===== config.mk =====
export PLATFORM = sky130hd
export DESIGN_NAME = quad_diff_input_conditioner
export DESIGN_NICKNAME = d
export VERILOG_FILES = /design/src/rtl/quad_cond_pkg.sv /design/src/rtl/quad_diff_line.sv /design/src/rtl/quad_diff_input_conditioner.sv
export SDC_FILE = /design/constraint.sdc
export NUM_CORES = 1
export LEC_CHECK = 0
export ABC_CLOCK_PERIOD_IN_PS = 2060
export BUFFER_PORTS_ARGS = -buffer_cell sky130_fd_sc_hd__buf_4
export CAP_MARGIN = 5
export CORE_MARGIN = 1
export CORE_UTILIZATION = 45
export DETAILED_ROUTE_END_ITERATION = 8
export PLACE_DENSITY = 0.63
export SETUP_SLACK_MARGIN = 0.1
export SKIP_LAST_GASP = 1
export SLEW_MARGIN = 40
export SYNTH_ARGS = -nofsm -noshare
export SYNTH_HDL_FRONTEND = slang
export SYNTH_HIERARCHICAL = 1
export SYNTH_SLANG_ARGS = --single-unit

===== constraint.sdc =====
create_clock -name clock -period 2.06 [get_ports clock]
set_input_delay 0.412 -clock clock [delete_from_list [all_inputs] [get_ports clock]]
set_output_delay 0.412 -clock clock [all_outputs]
set_load 0.005 [all_outputs]

===== src/rtl/quad_cond_pkg.sv =====
// Shared types and Gray-code step classification for the quadrature input conditioner.
package quad_cond_pkg;

  typedef logic [1:0] quad_state_t;  // {a, b}

  localparam quad_state_t QS_00 = 2'b00;
  localparam quad_state_t QS_10 = 2'b10;
  localparam quad_state_t QS_11 = 2'b11;
  localparam quad_state_t QS_01 = 2'b01;

  typedef struct packed {
    logic legal;
    logic illegal;
    logic dir;
  } gray_ev_t;

  // Forward order is 00 -> 10 -> 11 -> 01 -> 00 (A leads B).
  function automatic gray_ev_t gray_step(input quad_state_t prev, input quad_state_t cur);
    gray_ev_t    ev;
    quad_state_t fwd;
    quad_state_t diff;
    case (prev)
      QS_00:   fwd = QS_10;
      QS_10:   fwd = QS_11;
      QS_11:   fwd = QS_01;
      default: fwd = QS_00;
    endcase
    diff       = prev ^ cur;
    ev.legal   = (diff == 2'b10) || (diff == 2'b01);
    ev.illegal = (diff == 2'b11);
    ev.dir     = (cur == fwd);
    return ev;
  endfunction

endpackage


===== src/rtl/quad_diff_line.sv =====
// One differential line: 2-FF sync, pair validity, fault detection and glitch filter.
module quad_diff_line #(
  parameter int unsigned FILTER_LEN = 8,
  parameter int unsigned FAULT_LEN  = 64
) (
  input  logic clock,
  input  logic reset,
  input  logic pos_i,
  input  logic neg_i,
  input  logic hold_i,
  output logic level_o,
  output logic stable_o,
  output logic fault_o
);

  localparam int unsigned STB_W = $clog2(FILTER_LEN);
  localparam int unsigned VLD_W = $clog2(FILTER_LEN + 1);
  localparam int unsigned FLT_W = $clog2(FAULT_LEN + 1);
  localparam logic [STB_W-1:0] STB_MAX = STB_W'(FILTER_LEN - 1);
  localparam logic [VLD_W-1:0] VLD_MAX = VLD_W'(FILTER_LEN);
  localparam logic [FLT_W-1:0] FLT_MAX = FLT_W'(FAULT_LEN);

  logic [1:0]       pos_sync_q, neg_sync_q;
  logic             cand_q, cand_d;
  logic             level_q, level_d;
  logic             stable_q, stable_d;
  logic             fault_q, fault_d;
  logic [STB_W-1:0] stb_cnt_q, stb_cnt_d;
  logic [VLD_W-1:0] vld_cnt_q, vld_cnt_d;
  logic [FLT_W-1:0] flt_cnt_q, flt_cnt_d;
  logic             valid_c;

  always_ff @(posedge clock) begin
    if (reset) begin
      pos_sync_q <= '0;
      neg_sync_q <= '0;
      cand_q     <= 1'b0;
      level_q    <= 1'b0;
      stable_q   <= 1'b0;
      fault_q    <= 1'b0;
      stb_cnt_q  <= '0;
      vld_cnt_q  <= '0;
      flt_cnt_q  <= '0;
    end else begin
      pos_sync_q <= {pos_sync_q[0], pos_i};
      neg_sync_q <= {neg_sync_q[0], neg_i};
      cand_q     <= cand_d;
      level_q    <= level_d;
      stable_q   <= stable_d;
      fault_q    <= fault_d;
      stb_cnt_q  <= stb_cnt_d;
      vld_cnt_q  <= vld_cnt_d;
      flt_cnt_q  <= flt_cnt_d;
    end
  end

  always_comb begin
    valid_c   = pos_sync_q[1] ^ neg_sync_q[1];
    cand_d    = valid_c ? pos_sync_q[1] : cand_q;
    stb_cnt_d = stb_cnt_q;
    vld_cnt_d = '0;
    flt_cnt_d = '0;
    fault_d   = fault_q;
    level_d   = level_q;

    // Stable window restarts on any candidate change and saturates at FILTER_LEN-1.
    if (cand_d != cand_q)        stb_cnt_d = '0;
    else if (stb_cnt_q != STB_MAX) stb_cnt_d = stb_cnt_q + STB_W'(1);
    stable_d = (stb_cnt_d == STB_MAX);
    if (!hold_i && stable_d) level_d = cand_q;

    if (valid_c) begin
      vld_cnt_d = (vld_cnt_q == VLD_MAX) ? vld_cnt_q : vld_cnt_q + VLD_W'(1);
      if (vld_cnt_d == VLD_MAX) fault_d = 1'b0;
    end else begin
      flt_cnt_d = (flt_cnt_q == FLT_MAX) ? flt_cnt_q : flt_cnt_q + FLT_W'(1);
      if (flt_cnt_d == FLT_MAX) fault_d = 1'b1;
    end
  end

  assign level_o  = level_q;
  assign stable_o = stable_q;
  assign fault_o  = fault_q;

endmodule


===== src/rtl/quad_diff_input_conditioner.sv =====
// Differential quadrature front-end: per-channel priming, Gray decode, step/dir and error counts.
module quad_diff_input_conditioner
  import quad_cond_pkg::*;
#(
  parameter int unsigned NUM_ENC    = 2,
  parameter int unsigned FILTER_LEN = 8,
  parameter int unsigned FAULT_LEN  = 64,
  parameter int unsigned CNT_W      = 16
) (
  input  logic                     clock,
  input  logic                     reset,
  input  logic [NUM_ENC-1:0]       apos,
  input  logic [NUM_ENC-1:0]       aneg,
  input  logic [NUM_ENC-1:0]       bpos,
  input  logic [NUM_ENC-1:0]       bneg,
  input  logic [NUM_ENC-1:0]       clear_err,
  output logic [NUM_ENC-1:0]       a_out,
  output logic [NUM_ENC-1:0]       b_out,
  output logic [NUM_ENC-1:0]       step,
  output logic [NUM_ENC-1:0]       dir,
  output logic [NUM_ENC-1:0]       line_fault,
  output logic [NUM_ENC*CNT_W-1:0] illegal_cnt
);

  for (genvar i = 0; i < NUM_ENC; i++) begin : g_ch
    logic        fault_a, fault_b, stable_a, stable_b, hold_c;
    logic        primed_q, primed_d;
    logic        step_q, step_d;
    logic        dir_q, dir_d;
    logic        lf_q, lf_d;
    logic [CNT_W-1:0] cnt_q, cnt_d;
    quad_state_t last_q, cur_c;
    gray_ev_t    ev_c;
    logic        evt_en_c;

    // Levels freeze as soon as either line of the pair is faulted.
    assign hold_c = fault_a | fault_b;

    quad_diff_line #(.FILTER_LEN(FILTER_LEN), .FAULT_LEN(FAULT_LEN)) u_line_a (
      .clock(clock), .reset(reset), .pos_i(apos[i]), .neg_i(aneg[i]), .hold_i(hold_c),
      .level_o(a_out[i]), .stable_o(stable_a), .fault_o(fault_a)
    );

    quad_diff_line #(.FILTER_LEN(FILTER_LEN), .FAULT_LEN(FAULT_LEN)) u_line_b (
      .clock(clock), .reset(reset), .pos_i(bpos[i]), .neg_i(bneg[i]), .hold_i(hold_c),
      .level_o(b_out[i]), .stable_o(stable_b), .fault_o(fault_b)
    );

    always_ff @(posedge clock) begin
      if (reset) begin
        primed_q <= 1'b0;
        step_q   <= 1'b0;
        dir_q    <= 1'b0;
        lf_q     <= 1'b0;
        cnt_q    <= '0;
        last_q   <= QS_00;
      end else begin
        primed_q <= primed_d;
        step_q   <= step_d;
        dir_q    <= dir_d;
        lf_q     <= lf_d;
        cnt_q    <= cnt_d;
        last_q   <= cur_c;
      end
    end

    // Priming lags the first load by a cycle so last_q already holds the loaded levels.
    always_comb begin
      cur_c    = {a_out[i], b_out[i]};
      ev_c     = gray_step(last_q, cur_c);
      evt_en_c = primed_q & ~lf_q;
      lf_d     = hold_c;
      primed_d = lf_q ? 1'b0 : (primed_q | (stable_a & stable_b));
      step_d   = evt_en_c & ev_c.legal;
      dir_d    = step_d ? ev_c.dir : dir_q;
      cnt_d    = cnt_q;
      if (clear_err[i])                               cnt_d = '0;
      else if (evt_en_c && ev_c.illegal && cnt_q != '1) cnt_d = cnt_q + CNT_W'(1);
    end

    assign step[i]                     = step_q;
    assign dir[i]                      = dir_q;
    assign line_fault[i]               = lf_q;
    assign illegal_cnt[i*CNT_W +: CNT_W] = cnt_q;
  end

endmodule


==> reports/results.tsv <==
stage	metric	value	unit
run_status	status	finished clean	
global_route	GRT Resource Usage Total	17.9	%
clocking	clock sink total	132	
floorplanning	I/O Pins	54	
floorplanning	Die X	120	um
routing	vias per inst	5.34	
global_route	gr ovfl total	0	
min_path	Hold Crit Depth	2	
worst_setup_path	CP startpoint kind	flop	
synth	synthesized instance count	710	
global_route	initial antenna violation count	0	
routing	routed length per instance	12.8	um
sta	RSZ-0062 raised after global routing	true	
synth	Avg Inst Size Synth	8.88	um2
floorplanning	Die Ht	120	um
global_route	number of global-route vias before repair	4764	
placement	Placer Congestion	0.854	
placement	PortBufs	53	
worst_setup_path	Crit Path Class	flop to flop	
routing	DRC Markers	0	
synth	post-synth top area share	41.9	%
routing	Antenna Nets Post-Route	0	
power_and_ir_drop	leak pwr	3.08	nW
worst_setup_path	Setup crit start	g_ch[1].last_q[1]$_SDFF_PP0_	
flow_run	max_cap viols	0	
synth	cell taking the most area after synthesis	dfxtp_1	
worst_setup_path	crit path DAT	2360	ps
clocking	CTS root buf	clkbuf_16	
synth	largest cells by area after synthesis	dfxtp_1, xor2_1, ha_1	
finish	fillers	1250	
worst_setup_path	Worst Reg-to-Reg Cells	6	
routing	DR iter-0 viols	346	
synth	FF+latch count, synth	132	
placement	dpl cells	936	
power_and_ir_drop	Cell Pwr Density	773	mW/mm2
clocking	hold-fix buffers at CTS	0	
sta	Slew Viols, Final	0	
synth	EDFF count, synth	0	
synth	syn nets	746	
finish	layout cells sized above 1	17.8	%
worst_setup_path	Critical Path RT	2400	ps
sta	final setup fails	0	
synth	fraction of registers with async set/reset	0	%
min_path	hold path endpoint	g_ch[0].u_line_a/neg_sync_q[0]$_SDFF_PP0_	
min_path	Hold Path Class	input port to flop	
sta	Tmin final	2020	ps
synth	Syn Std Cell Area	0.00630	mm2
floorplanning	total die area	0.0145	mm2
sta	count of final hold-check violations	0	
global_route	largest net degree at the start of global routing	42	
clocking	CTS Buf Count	17	
worst_setup_path	worst flop-to-flop path endpoint	g_ch[1].cnt_q[13]$_SDFFE_PP0P_	
clocking	later-pin clock latency in the skew report	420	ps
synth	Netlist cell types	59	
sta	Hold WS	203	ps
sta	Clock Skew	5.24	ps
routing	via count	5177	
worst_setup_path	Worst setup EP type	flop	
synth	most used flip-flop cell after synthesis	dfxtp_1	
synth	Yosys warning count	6	
clocking	CTS max path bufs	2	
finish	n_diodes	0	
sta	Slew HR	68.6	%
power_and_ir_drop	worst supply voltage drop on vdd	546	uV
finish	fin cells	970	
placement	Post-DP HPWL	8860	um
clocking	Clock Pin Slew Worst Setup and Hold Paths	60	ps
clocking	CTS tree	yes	
synth	sequential area share after synthesis	41.9	%
worst_setup_path	worst-path fanout max	7	
sta	Achievable Freq	496	MHz
sta	Worst-Margin Slew	467	ps
routing	WL final	12400	um
floorplanning	Starting Density	46.9	%
floorplanning	FP Rows	42	
finish	Layout Utilization	56.3	%
worst_setup_path	Critical R2R Launch	g_ch[1].last_q[1]$_SDFF_PP0_	
global_route	first-pass GRT wire length	21000	um
worst_setup_path	r2r setup slk	40	ps
finish	NumNets Final	817	
min_path	Hold Path Origin	aneg[0]	
sta	crit share post-route	97.9	%
finish	Area Growth Syn to Fin	20.1	%
floorplanning	core area	0.0135	mm2
clocking	CTS H-Tree Depth	4	
routing	DR pass1 iterations	5	
-- kinds of logic (layout without fill, tap and decap cells) --
family	Yosys count	after routing	share of synthesized area, %
AND/OR/NAND/NOR	308	308	26.5
adder cells (fa/ha/maj)	24	24	4.76
flip-flops	132	132	41.9
AO/OA/AOI/OAI	127	127	13.5
buffers and inverters	51	135	3.65
XOR/XNOR	56	56	7.78
multiplexers	12	12	1.93
-- through the flow --
| step | power [mW] | setup slack [ps] | cell area, um2 | TNS, ps |
|---|---|---|---|---|
| floorplan | 2.96 | 77.8 | 6320 | 0 |
| global placement | 3.03 | 42.3 | 6950 | 0 |
| detailed placement | 3.05 | -30.5 | 6950 | -80.7 |
| CTS | 5.94 | 82.4 | 7520 | 0 |
| global route | 6.11 | -39.5 | 7570 | -63.6 |
| finish | 5.86 | 44.1 | 7570 | 0 |
-- power by group --
group | internal, mW | total (mW) | switching [mW]
Clock | 1.76 | 2.86 | 1.10
Combinational | 0.136 | 0.311 | 0.175
Sequential | 2.62 | 2.68 | 0.0657
-- synth_stat cells, types with 4 or more instances --
library cell	n
a2111oi_2	4
a211o_1	4
a21oi_1	48
a31oi_1	7
and3_1	11
buf_4	6
clkbuf_1	7
dfxtp_1	132
ha_1	24
inv_1	30
mux2i_1	11
nand2_1	51
nand2b_1	13
nand3_1	33
nand3b_1	10
nand4_1	16
nor2_1	60
nor2b_1	30
nor3_1	22
nor3b_1	8
nor4_1	10
o21a_1	9
o21ai_0	18
o311ai_0	4
o31ai_1	8
o41ai_1	6
or2_2	8
or3_1	8
or4_1	10
xnor2_1	16
xor2_1	40
-- final cells by class --
cell class	count	area, um2	area share, %
Sequential cell	132	2660	35.1
Timing Repair Buffer	70	526	6.94
Clock buffer	17	425	5.62
Multi-Input combinational cell	527	3480	46.0
Clock inverter	15	140	1.85
Inverter	33	124	1.64
Tap cell	176	220	2.91
-- state kept, by name (all words and copies together), names as in the netlist, 4 cells and up --
register	count
g_ch.cnt_q	32
g_ch.u_line_a/flt_cnt_q	14
g_ch.u_line_b/flt_cnt_q	14
g_ch.u_line_a/vld_cnt_q	8
g_ch.u_line_b/vld_cnt_q	8
g_ch.u_line_a/stb_cnt_q	6
g_ch.u_line_b/stb_cnt_q	6
g_ch.last_q	4
g_ch.u_line_a/neg_sync_q	4
g_ch.u_line_a/pos_sync_q	4
g_ch.u_line_b/neg_sync_q	4
g_ch.u_line_b/pos_sync_q	4
-- worst max path at each step --
stage / to / slack (ps) / cells after the start
after floorplan: g_ch[1].cnt_q[9]$_SDFFE_PP0P_ / 80 / 7
after global placement: g_ch[1].cnt_q[13]$_SDFFE_PP0P_ / 40 / 6
after detailed placement: g_ch[1].cnt_q[9]$_SDFFE_PP0P_ / -30 / 6
after CTS: g_ch[1].cnt_q[14]$_SDFFE_PP0P_ / 80 / 6
after global routing: g_ch[1].cnt_q[13]$_SDFFE_PP0P_ / -40 / 6
final: g_ch[1].cnt_q[13]$_SDFFE_PP0P_ / 40 / 6
-- cell usage in the layout (no fill, tap or decap), types with 23 or more instances in the layout --
master / instances
nand2_1: 51
dfxtp_1: 127
ha_1: 23
a21oi_1: 47
nor2_1: 60
xor2_1: 38
nor2b_1: 30
nand3_1: 33
buf_4: 70
inv_1: 30
-- repair_timing --
action	CTS	global route
pin swaps	2	3
setup buffers	0	2
endpoints found under the setup margin	5	19
gates resized for setup	3	9
-- worst max-delay path, stage by stage, from the launching register on --
cell and delay [ps]:
dfxtp_2 360, xor2_2 140, ha_2 220, nand3b_4 90, or4_4 580, or4_1 420
a21oi_1 140
-- per-layer routing --
layer  wire [um]  vias up  track usage, %  share of wire (%)
met3         461       16            4.58                3.7
met5           0        -               0                  0
met2        5520       95            27.5                 45
met4         221        0            8.72                1.8
met1        6170     2391            23.4                 50
li1            -     2675               -                  -
Note: power is estimated with default switching activity, not from simulation.
